## config.mk

```make
export PLATFORM = sky130hd
export DESIGN_NAME = fetch_queue
export DESIGN_NICKNAME = d
export VERILOG_FILES = /design/src/rtl/fetch_queue.sv
export SDC_FILE = /design/constraint.sdc
export NUM_CORES = 1
export LEC_CHECK = 0
export CORE_ASPECT_RATIO = 0.6
export CORE_MARGIN = 8
export CORE_UTILIZATION = 56
export CTS_BUF_LIST = sky130_fd_sc_hd__clkbuf_8
export CTS_CLUSTER_SIZE = 14
export DETAILED_ROUTE_END_ITERATION = 12
export PLACE_DENSITY = 0.88
export SYNTH_ARGS = -nofsm -noshare
export SYNTH_HDL_FRONTEND = slang
export SYNTH_SLANG_ARGS = --single-unit
```

## constraint.sdc

```tcl
create_clock -name clk_i -period 3.6 [get_ports clk_i]
set_input_delay 0.72 -clock clk_i [delete_from_list [all_inputs] [get_ports clk_i]]
set_output_delay 0.72 -clock clk_i [all_outputs]
set_load 0.01 [all_outputs]
```

## src/rtl/fetch_queue.sv

```systemverilog
// Fetch front-end: owns the PC, reads the instruction ROM and queues {pc, word} pairs for decode.
// Optional combinational empty-queue bypass is enabled with `define FETCH_QUEUE_BYPASS_EN.
module fetch_queue #(
    parameter int unsigned     XLen        = 32,
    parameter logic [XLen-1:0] ResetVector = '0,
    parameter int unsigned     Depth       = 4
) (
    input  logic                       clk_i,
    input  logic                       rst_ni,
    output logic [XLen-1:0]            rom_raddr_o,
    input  logic [31:0]                rom_rdata_i,
    input  logic                       redirect_i,
    input  logic [XLen-1:0]            redirect_pc_i,
    output logic                       instr_valid_o,
    input  logic                       instr_ready_i,
    output logic [31:0]                instr_o,
    output logic [XLen-1:0]            instr_pc_o,
    output logic [$clog2(Depth+1)-1:0] count_o
);

    localparam int unsigned PtrW = $clog2(Depth);
    localparam int unsigned CntW = $clog2(Depth + 1);

    typedef struct packed {
        logic [XLen-1:0] pc;
        logic [31:0]     instr;
    } entry_t;

    entry_t          mem_q [Depth];
    logic [XLen-1:0] pc_q, pc_d;
    logic [PtrW-1:0] rd_ptr_q, rd_ptr_d;
    logic [PtrW-1:0] wr_ptr_q, wr_ptr_d;
    logic [CntW-1:0] count_q, count_d;

    logic fifo_valid;
    logic full;
    logic bypass;
    logic bypass_take;
    logic pop;
    logic push;

    // Low PC bits are forced to zero on redirect, so these inputs never reach state.
    logic unused_redirect_lsbs;
    assign unused_redirect_lsbs = ^redirect_pc_i[1:0];

    always_comb begin
        fifo_valid = (count_q != '0);
        full       = (count_q == CntW'(Depth));
`ifdef FETCH_QUEUE_BYPASS_EN
        bypass = ~fifo_valid & ~redirect_i;
`else
        bypass = 1'b0;
`endif
        bypass_take = bypass & instr_ready_i;
        pop         = fifo_valid & instr_ready_i & ~redirect_i;
        push        = ~redirect_i & (~full | pop) & ~bypass_take;

        pc_d     = pc_q;
        rd_ptr_d = rd_ptr_q;
        wr_ptr_d = wr_ptr_q;
        count_d  = count_q + CntW'(push) - CntW'(pop);

        if (redirect_i) begin
            pc_d     = {redirect_pc_i[XLen-1:2], 2'b00};
            rd_ptr_d = '0;
            wr_ptr_d = '0;
            count_d  = '0;
        end else begin
            if (push || bypass_take) begin
                pc_d = pc_q + XLen'(4);
            end
            if (push) begin
                wr_ptr_d = wr_ptr_q + PtrW'(1);
            end
            if (pop) begin
                rd_ptr_d = rd_ptr_q + PtrW'(1);
            end
        end
    end

    always_comb begin
        instr_valid_o = fifo_valid | bypass;
        instr_o       = '0;
        instr_pc_o    = '0;
        if (fifo_valid) begin
            instr_o    = mem_q[rd_ptr_q].instr;
            instr_pc_o = mem_q[rd_ptr_q].pc;
        end else if (bypass) begin
            instr_o    = rom_rdata_i;
            instr_pc_o = pc_q;
        end
    end

    assign rom_raddr_o = pc_q;
    assign count_o     = count_q;

    always_ff @(posedge clk_i or negedge rst_ni) begin
        if (!rst_ni) begin
            pc_q     <= ResetVector;
            rd_ptr_q <= '0;
            wr_ptr_q <= '0;
            count_q  <= '0;
        end else begin
            pc_q     <= pc_d;
            rd_ptr_q <= rd_ptr_d;
            wr_ptr_q <= wr_ptr_d;
            count_q  <= count_d;
        end
    end

    // Storage needs no reset: outputs are gated by count.
    always_ff @(posedge clk_i) begin
        if (push) begin
            mem_q[wr_ptr_q] <= '{pc: pc_q, instr: rom_rdata_i};
        end
    end

    pc_aligned_a: assert property (@(posedge clk_i) disable iff (!rst_ni)
        rom_raddr_o[1:0] == 2'b00);

endmodule

```

==> metrics.md <==
| Metric | Value |
|---|---|
| Layout cells sized above 1 | 0.167 |
| RSZ-0062 raised after global routing | no |
| Routability Congestion | 0.892 |
| Syn Area/Cell | 17.7 um2 |
| Initial Util | 0.564 |
| DRT Pass-1 Iters | 5 |
| IO Pins | 168 |
| Switching part of the total | 0.293 |
| Yosys warns | 0 |
| Arrival time worst endpoint | 2690 ps |
| Worst-path clk slew | 70 ps |
| Largest vdd supply drop | 1.07 mV |
| Total Wirelength | 26.4 mm |
| Area grow syn2layout | 24.0% |
| Die X-Extent | 203 um |
| Mapped cell area | 11,700 um2 |
| Slowest CP cell | dfrtp_4 |
| NetSw | 2.93 mW |
| Synth area leaders | edfxtp_1 64%, mux4_2 12%, dfrtp_1 7.9%, and2_1 3.6%, a31oi_1 1.2% |
| Yosys cell types | 50 |
| Crit. End Element | primary output |
| Post-DRT Antenna Nets | 0 |
| CP Max Fanout | 18 |
| Xor/xnor cell area share of the yosys netlist | 0.00673 |
| CTS Buffer Depth | 3 |
| CP Class | flop to primary output |
| Root buffer cell | clkbuf_8 |
| Largest stage delay, worst path | 650 ps |
| Avg WL per Cell | 22.8 um |
| Post-synthesis mux area share | 0.122 |
| Final Total Pwr | 10.0 mW |
| Compound-Gate Fraction of Synth Area | 0.0388 |
| DRC errors left | 0 |
| HP Class | primary input to async pin |
| Commonest non-fill, non-tap cell in the layout | edfxtp_1 |
| Internal | 7.08 mW |
| Pins Over Slew Limit | 0 |
| Min Hold Slack | 317 ps |
| Largest net degree at the start of global routing | 67 |
| Leading cell types in the layout, fill and taps excluded | 248 x edfxtp_1, 160 x clkdlybuf4s50_1, 63 x and2_1 |
| Worst Clk Skew | 34.1 ps |
| Die height | 128 um |
| Clock sinks | 285 |
| Worst slew margin | 0.394 |
| Vias post-DR | 6,833 |
| First-pass GRT wire length | 40.9 mm |
| Synth top area share | 0.636 |
| Main combinational cell family by area after synthesis | multiplexers |
| Vias per cell | 5.89 |
| Area occupied by multi-input gates | 3130 um2 |
| Crit path buffers/inverters | 2 |
| GRT Util Overall | 0.203 |
| Post-route insts no fill | 1,160 |
| Period minus WS final | 3410 ps |
| F_max | 294 MHz |
| Grt ovf | 0 |
| Clk pwr share | 0.233 |
| Core Footprint | 20,800 um2 |
| Clk_lat worst skew | 530 ps |
| Post-Synth Simple-Gate Area | 0.0885 |
| # fillers | 1,329 |
| Comb pwr share | 0.327 |
| Sequential element share of the synthesized area | 0.715 |
| CP startpoint kind | flop |
| Dpl cells | 1,084 |
| Fin util | 0.699 |
| Final hold viol count | 0 |
| Slew @ Worst Pin | 908 ps |
| Total CTS buffers | 41 |
| Final setup viols | 0 |
| Yosys reg bits | 285 |
| Register share of total power | 0.440 |
| Die area | 26,000 um2 |
| FP Rows | 41 |
| R2r setup slk | 930 ps |
| Async SR Flop Fraction | 0.130 |
| Largest area contributor in the netlist | edfxtp_1 |
| # H-tree levels | 2 |
| Synth Area in Adders | 0.00919 |
| LEAKAGE | 4.83 nW |
| Critical Path RT | 2880 ps |
| Hpwl dp | 17.0 mm |
| EDFF count, synth | 248 |
| Fin Setup TNS | 0 ps |
| Post-Synthesis Cells | 663 |
| CTS tree | built |
| Most used DFF post-synth | edfxtp_1 |
| Power per standard cell area | 689 nW/um2 |
| Vias in the first global route | 7,153 |
| Cell Chain, Critical Path | buf_12 -> mux4_2 -> and2_1 -> clkdlybuf4s50_1 |
| Max-cap check violation count | 0 |
| DRT iter0 DRCs | 648 |
| Period Utilization, post-route | 0.946 |
| Initial antenna violation count | 1 |
| Sequential cell area | 8380 um2 |
| Status | completed |
| IO Port Bufs | 161 |
| Delay-heaviest family, CP | buffers and inverters |
| Fin nets | 925 |
[registers in the layout, summed over array words and instances, names as in the netlist]
signal / count
count_o: 3
rom_raddr_o: 30
mem_q: 248
wr_ptr_q: 2
rd_ptr_q: 2
[synthesized netlist by cell type (2+ instances only)]
master	count
a31o_2	2
a21oi_1	2
a311oi_1	2
nor3_1	2
xnor2_1	6
clkbuf_1	28
nor4_1	5
o41ai_1	4
nand3_1	12
o31ai_1	12
nand4b_1	2
buf_1	3
nand4_1	10
buf_2	6
xor2_1	3
nand2b_1	2
ha_1	7
edfxtp_1	248
or4_1	11
a211o_1	2
mux2i_1	3
inv_1	12
and4_1	4
or4b_2	3
o21ai_0	9
dfrtp_1	37
mux4_2	62
nor2_1	28
nand2_1	19
nor2b_1	4
and2_1	67
buf_4	4
or3_1	3
a31oi_1	23
[worst register-to-register path, delay by kind of cell, from the launching register on]
family | cells | cell delay, ps
and+or+nand+nor | 3 | 960
DFF | 1 | 540
xor gates and xnor gates | 1 | 160
adders and majority gates | 3 | 780
buffers and inverters | 2 | 110
[path summary, 6_finish.rpt]
path                              from         endpoint  depth (start not counted)
min in group clk_i         wr_ptr_q[1]      wr_ptr_q[1]                          2
min                             rst_ni  rom_raddr_o[14]                          1
max reg2reg                 count_o[2]       count_o[2]                          9
max                        rd_ptr_q[0]      instr_o[21]                          4
max in group asynchronous       rst_ni      rd_ptr_q[0]                          1
min reg2reg                wr_ptr_q[1]      wr_ptr_q[1]                          2
[logic make-up (layout without fill, tap and decap cells)]
group | after synthesis | in the layout
buffers and inverters | 54 | 268
AO/OA/AOI/OAI | 64 | 64
XOR/XNOR | 9 | 9
AND/OR/NAND/NOR | 177 | 177
multiplexers | 65 | 65
other | 1 | 5
flip-flops | 285 | 285
adder cells (fa/ha/maj) | 8 | 8
[cell type report]
cell class,instances,area share
repair buffers,182,0.129
well taps,279,0.0240
inverters,12,0.00310
multi-input cells,327,0.216
clock inverters,31,0.0103
flip-flops and latches,285,0.577
clock buffers,43,0.0407
diodes,1,0.000172
[timing repair]
action                                  4_1_cts  5_1_grt
gates resized for setup                       1        0
buffers inserted                              1        0
endpoints found under the setup margin       53        0
hold buffers                                  0        0
[power by group through the flow]
stage               clock [mW]  combinational (mW)  sequential, mW
floorplan                    0                1.75            4.36
global placement             0                3.20            4.47
detailed placement           0                3.23            4.50
CTS                       2.40                3.33            4.41
global route              2.54                3.53            4.46
finish                    2.33                3.27            4.40
[per-stage QoR]
step	cell area [um2]	setup WS, ps
detailed placement	13700	524
global placement	13700	592
floorplan	11700	220
finish	14500	195
CTS	14500	123
global route	14500	65.9
[layer usage]
metal	GRT usage	part of all wire	up-vias
li1	-	-	3028
met4	0.0586	0.018	0
met3	0.0480	0.086	45
met2	0.303	0.45	324
met5	0	0	-
met1	0.296	0.44	3436
Power figures use the tool's default switching activity.
